===== config.mk =====
export PLATFORM = sky130hd
export DESIGN_NAME = mod_step
export DESIGN_NICKNAME = d
export VERILOG_FILES = /design/src/rtl/serial_mod_pkg.sv /design/src/rtl/serial_mod_checker_mod_step.sv
export SDC_FILE = /design/constraint.sdc
export NUM_CORES = 1
export LEC_CHECK = 0
export ABC_AREA = 0
export CAP_MARGIN = 20
export CORE_AREA = 2 2 39 41
export DETAILED_ROUTE_END_ITERATION = 6
export DIE_AREA = 0 0 41 43
export GPL_TIMING_DRIVEN = 0
export MAX_ROUTING_LAYER = met4
export PLACE_DENSITY = 0.3
export SLEW_MARGIN = 40
export SYNTH_ARGS = -nofsm -noshare
export SYNTH_HDL_FRONTEND = slang
export SYNTH_SLANG_ARGS = --single-unit
export TNS_END_PERCENT = 50

===== constraint.sdc =====
create_clock -name vclk -period 1.5
set_input_delay 0.3 -clock vclk [all_inputs]
set_output_delay 0.3 -clock vclk [all_outputs]
set_load 0.1 [all_outputs]

===== src/rtl/serial_mod_pkg.sv =====
// -----------------------------------------------------------------------------
// serial_mod_pkg
// Shared types, limits and helpers for the streaming divisibility checker.
//   serial_mod_state_e : IDLE (no bits since reset/clear), ACTIVE (>= 1 beat)
//   rem_width()        : remainder register width for a given divisor
//   MAX_DIVISOR/MAX_BPC: legal upper bounds checked at elaboration
// Optional feature macro used by the top level: SERIAL_MOD_REM_OUT_EN
// -----------------------------------------------------------------------------
package serial_mod_pkg;

    localparam int MAX_DIVISOR = 255;
    localparam int MAX_BPC     = 8;

    typedef enum logic {
        IDLE   = 1'b0,
        ACTIVE = 1'b1
    } serial_mod_state_e;

    // Width needed to hold any remainder 0..divisor-1. Illegal small divisors
    // still get a 1-bit width so elaboration reaches the range check cleanly.
    function automatic int rem_width(input int divisor);
        if (divisor < 2) begin
            return 1;
        end
        return $clog2(divisor);
    endfunction

endpackage


===== src/rtl/serial_mod_checker_mod_step.sv =====
// -----------------------------------------------------------------------------
// mod_step
// Combinational single-bit remainder update: r' = (2*r + b) mod DIVISOR.
// Because r < DIVISOR, 2r+b < 2*DIVISOR, so one conditional subtract suffices;
// no divider or multiplier is needed.
// Ports:
//   r    in  REM_W  current remainder (must be < DIVISOR)
//   b    in  1      next bit (less significant than everything in r)
//   rnxt out REM_W  updated remainder
// -----------------------------------------------------------------------------
module mod_step
    import serial_mod_pkg::*;
#(
    parameter int DIVISOR = 5,
    localparam int REM_W = rem_width(DIVISOR)
) (
    input  logic [REM_W-1:0] r,
    input  logic             b,
    output logic [REM_W-1:0] rnxt
);

    // One extra bit holds 2r+b, which can reach 2*DIVISOR-1.
    localparam logic [REM_W:0] DIV_EXT = (REM_W+1)'(DIVISOR);

    logic [REM_W:0] t;
    logic [REM_W:0] t_red;

    always_comb begin
        t     = {r, b};
        t_red = t;
        if (t >= DIV_EXT) begin
            t_red = t - DIV_EXT;
        end
        rnxt = t_red[REM_W-1:0];
    end

endmodule


==> impl_metrics.ini, run 1 <==
[synth]
syn_area_per_cell_sq_um = 6.78
synth_top_cells_by_area = ha_1 (31%), nand2_1 (14%), mux2i_1 (12%), a21oi_2 (11%), xnor2_1 (11%)
yosys_warnings = 0
synth_top_area_cell = ha_1
syn_nets = 18
synth_top_area_share_pct = 30.8
yosysUniqueCellTypes = 8
synth_area_sq_um = 81.3
syn_inst = 12
ys_seq_area_share_pct = 0

[worst_setup_path]
worstPathRequired_ns = 1.20
cp-start-kind = primary input
cp_max_fo = 3
cp-startpoint = b
crit_path_end_kind = output port
worstSetupPathType = primary input to output port
arrival_ns = 1.32

[final_layout]
regArea_sq_um = 0
syn_to_final_growth_pct = 272
fin_nets = 30
fillCellCount = 147
fin_area_sq_um = 303
flops_and_latches = 0
drive_above_1_share_pct = 72.7
n_clock_buffer = 0
fin_cells = 38
diodes = 0

[sta]
max_freq_ghz = 0.618
post-route-min-period_ns = 1.62
rsz0062_at_grt = yes
worstMarginPinSlew_ns = 0.277
setup_ws_ns = -0.118
maxSlewViolCount = 0
hold_ws_ns = 1.05
finalHoldViolations = 0
timing.final.crit_share_pct = 108
setup_viol = 2
maxSlewHeadroom_pct = 81.7

[floorplan]
fp-row-count = 14
start_util_pct = 5.88
dieArea_sq_um = 1760
die_h_um = 43
ios = 7
die_x_um = 41
coreArea_sq_um = 1380

[run_status]
outcome = complete, but fails checks
violations = setup timing

[placed_design]
dp_cells = 35
globalplace.congestion = 0.533
place_area_sq_um = 205
port_buffers = 7

[grt]
gr-total-overflow = 0
grtUsageTotal_pct = 3.28
grt_first_pass_wirelength_um = 420
grt_pass1_vias = 100
grt_max_degree = 4
antenna_found_initial = 0

[hold_path]
worstHoldStart = b
hold_class = primary input to output port
min_to = rnxt[0]
holdPathStages = 4

[detailed_routing]
wl_per_cell_um = 6.29
dr.pass1.iters = 4
drt-total-wl_um = 239
ant_nets = 0
drt_iter0_drc = 6
viasPerCell = 3.05
vias = 116
route.detailed.drc = 0

[power_and_ir_drop]
power_uw = 167
ir_worst_vdd_mv = 0.211
leakagePower_uw = 0.000122
power_density_nw_per_um2 = 550

[job]
max_cap_violations = 0

[cts]
cts_hold_buf = 0
## synthesized netlist by cell type (all sizes together)
library cell  instances
a21oi                 1
xnor2                 1
inv                   2
nand2                 3
mux2i                 1
nor2                  1
nand2b                1
ha                    2
## metal layers
metal / global-route usage (%) / up-vias / share of wire, %
met3: 0 / 0 / 16
li1: - / 58 / -
met1: 4.46 / 51 / 37
met5: - / - / 0
met4: 0 / 0 / 0
met2: 5.63 / 7 / 46
## repair_timing
item	4_1_cts	5_1_grt
pin swaps	1	1
cloned	0	0
buffers inserted	2	1
endpoints found under the setup margin	3	2
resized for setup	31	1
## layout make-up
type,instances,area [sq um],area share [%]
well taps,16,20.0,6.61
inverters,2,15.0,4.96
multi-input cells,10,145,47.9
repair buffers,10,123,40.5
## worst max-delay path by stage
stage          endpoint  slack (ns)  cells past startpoint
2_1_floorplan   rnxt[1]       -0.45                      5
3_3_place_gp    rnxt[1]       -1.67                      6
3_5_place_dp    rnxt[1]       -0.98                      6
4_1_cts         rnxt[1]       -0.24                      7
5_1_grt         rnxt[0]       -0.17                      7
6_report        rnxt[1]       -0.12                      6
## where the power goes
group	switching, uW	leakage [uW]	total (uW)	internal (uW)
clock network	0	0	0	0
logic	96.5	0.000122	167	70.1
registers	0	0	0	0
total	96.5	0.000122	167	70.1
## kinds of logic after synthesis
logic type	count (synthesis)	share of synthesized area [%]
AO/OA/AOI/OAI	1	10.8
XOR/XNOR	1	10.8
adder cells (fa/ha/maj)	2	30.8
buffers and inverters	2	9.23
multiplexers	1	12.3
AND/OR/NAND/NOR	5	26.2
## through the flow
step	setup WS (ns)	utilization (%)	setup TNS, ns
2_1_floorplan	-0.446	-	-0.727
4_1_cts	-0.238	21.2	-0.325
3_3_place_gp	-1.67	15.9	-4.52
5_1_grt	-0.170	21.9	-0.338
3_5_place_dp	-0.977	14.8	-2.46
6_report	-0.118	21.9	-0.236
## worst max-delay path: stages
cell      delay [ns]
buf_12          0.11
ha_4            0.14
nand2b_4        0.13
a21oi_4         0.17
mux2i_4         0.27
buf_12          0.19
## cells in the final DEF (no fill, tap or decap), drive strengths merged
| cell | n |
|---|---|
| nand2b | 1 |
| inv | 2 |
| mux2i | 1 |
| dlygate4sd2 | 2 |
| nor2 | 1 |
| xnor2 | 1 |
| a21oi | 1 |
| nand2 | 3 |
| ha | 2 |
| buf | 8 |
No activity file was read; power rests on OpenSTA's default activity.
==> run 2, diff against run 1 <==
Settings changed: DONT_BUFFER_PORTS set to 1.
==> impl_metrics.ini, run 2 (synthesized netlist as in run 1, its figures left out) <==
[detailed_routing]
ant_nets = 0
viasPerCell = 2.87
vias = 89
wl_per_cell_um = 7.06
route.detailed.drc = 0
drt_iter0_drc = 0
dr.pass1.iters = 1
drt-total-wl_um = 219

[worst_setup_path]
worstSetupPathType = primary input to output port
cp_max_fo = 2
cp-start-kind = primary input
worstPathRequired_ns = 1.20
arrival_ns = 1.55
crit_path_end_kind = output port

[sta]
max_freq_ghz = 0.539
worstMarginPinSlew_ns = 0.815
hold_ws_ns = 0.828
maxSlewViolCount = 0
finalHoldViolations = 0
post-route-min-period_ns = 1.85
setup_viol = 2
timing.final.crit_share_pct = 124
maxSlewHeadroom_pct = 44.5
rsz0062_at_grt = yes
setup_ws_ns = -0.355

[power_and_ir_drop]
power_uw = 115
ir_worst_vdd_mv = 0.0787
p_comb_share_pct = 100.0
leakagePower_uw = 0.0000669
switchingPower_uw = 83.2
switching_share_pct = 72.1
p_seq_share_pct = 0
internal-power_uw = 32.3
power_density_nw_per_um2 = 588
clkPwrFrac_pct = 0

[floorplan]
coreArea_sq_um = 1380
die_h_um = 43
ios = 7
dieArea_sq_um = 1760
fp-row-count = 14
start_util_pct = 5.88
die_x_um = 41

[final_layout]
final_common_cell = buf_4
syn_to_final_growth_pct = 142
fillCellCount = 156
flops_and_latches = 0
drive_above_1_share_pct = 73.3
diodes = 0
fin_util_pct = 14.2
fin_nets = 23
n_clock_buffer = 0
regArea_sq_um = 0
mostFrequentLayoutCells = buf_4 (3), nand2_1 (2)

[hold_path]
min_to = rnxt[0]
holdPathStages = 1
worstHoldStart = b
hold_class = primary input to output port

[grt]
antenna_found_initial = 0
grt_first_pass_wirelength_um = 338
grt_pass1_vias = 90
gr-total-overflow = 0
grtUsageTotal_pct = 2.77
grt_max_degree = 4

[placed_design]
globalplace.congestion = 0.488
port_buffers = 0

[cts]
cts_hold_buf = 0

[run_status]
violations = setup timing
outcome = complete, but fails checks

[job]
max_cap_violations = 0
run 2: cell types whose count changed in the layout (fill, tap and decap cells not counted), sizes merged:
cell	before	now
dlygate4sd2	2	0
clkinvlp	0	1
inv	2	1
buf	8	3
run 2: per-layer routing:
metal / wire (um) / track usage (%) / part of all wire (%) / vias to the layer above
met5: 0 / - / 0 / -
met4: 0 / 0 / 0 / 0
met3: 60 / 3.14 / 27 / 0
met2: 89 / 4.69 / 41 / 7
met1: 70 / 1.90 / 32 / 38
li1: - / - / - / 44
run 2: through the flow:
step | area [sq um] | setup TNS (ns) | std cells | setup slack [ns]
floorplan | 130 | -0.727 | 12 | -0.446
global placement | 150 | -0.819 | 28 | -0.489
detailed placement | 153 | -0.719 | 28 | -0.523
CTS | 196 | -0.731 | 31 | -0.383
global route | 196 | -0.792 | 31 | -0.410
finish | 196 | -0.687 | 31 | -0.355
run 2: what timing repair did:
item,4_1_cts,5_1_grt
pin swaps,1,1
setup endpoints to repair,2,2
resized for setup,4,0
setup buffers,3,0
run 2: critical path, cell delays in order:
cell and delay [ns]:
clkinvlp_4 0.06, ha_2 0.16, nand2b_4 0.14, a21oi_4 0.16, mux2i_4 0.73
run 2: how the worst max path moves through the flow:
| stage | start | to | slack [ns] |
|---|---|---|---|
| 6_report | r[0] | rnxt[1] | -0.35 |
| 5_1_grt | r[0] | rnxt[1] | -0.41 |
| 4_1_cts | r[0] | rnxt[1] | -0.38 |
| 3_5_place_dp | r[0] | rnxt[1] | -0.52 |
| 3_3_place_gp | r[0] | rnxt[1] | -0.49 |
| 2_1_floorplan | r[0] | rnxt[1] | -0.45 |
run 2: area by class of cell:
class | count | area [sq um] | share of cell area [%]
Tap cell | 16 | 20.0 | 10.2
Multi-Input combinational cell | 10 | 143 | 72.6
Timing Repair Buffer | 3 | 22.5 | 11.5
Inverter | 2 | 11.3 | 5.73
run 2: power groups by stage:
stage / registers [uW] / clock network (uW) / logic [uW]
2_1_floorplan: 0 / 0 / 99.1
3_3_place_gp: 0 / 0 / 101
3_5_place_dp: 0 / 0 / 104
4_1_cts: 0 / 0 / 116
5_1_grt: 0 / 0 / 121
6_report: 0 / 0 / 115
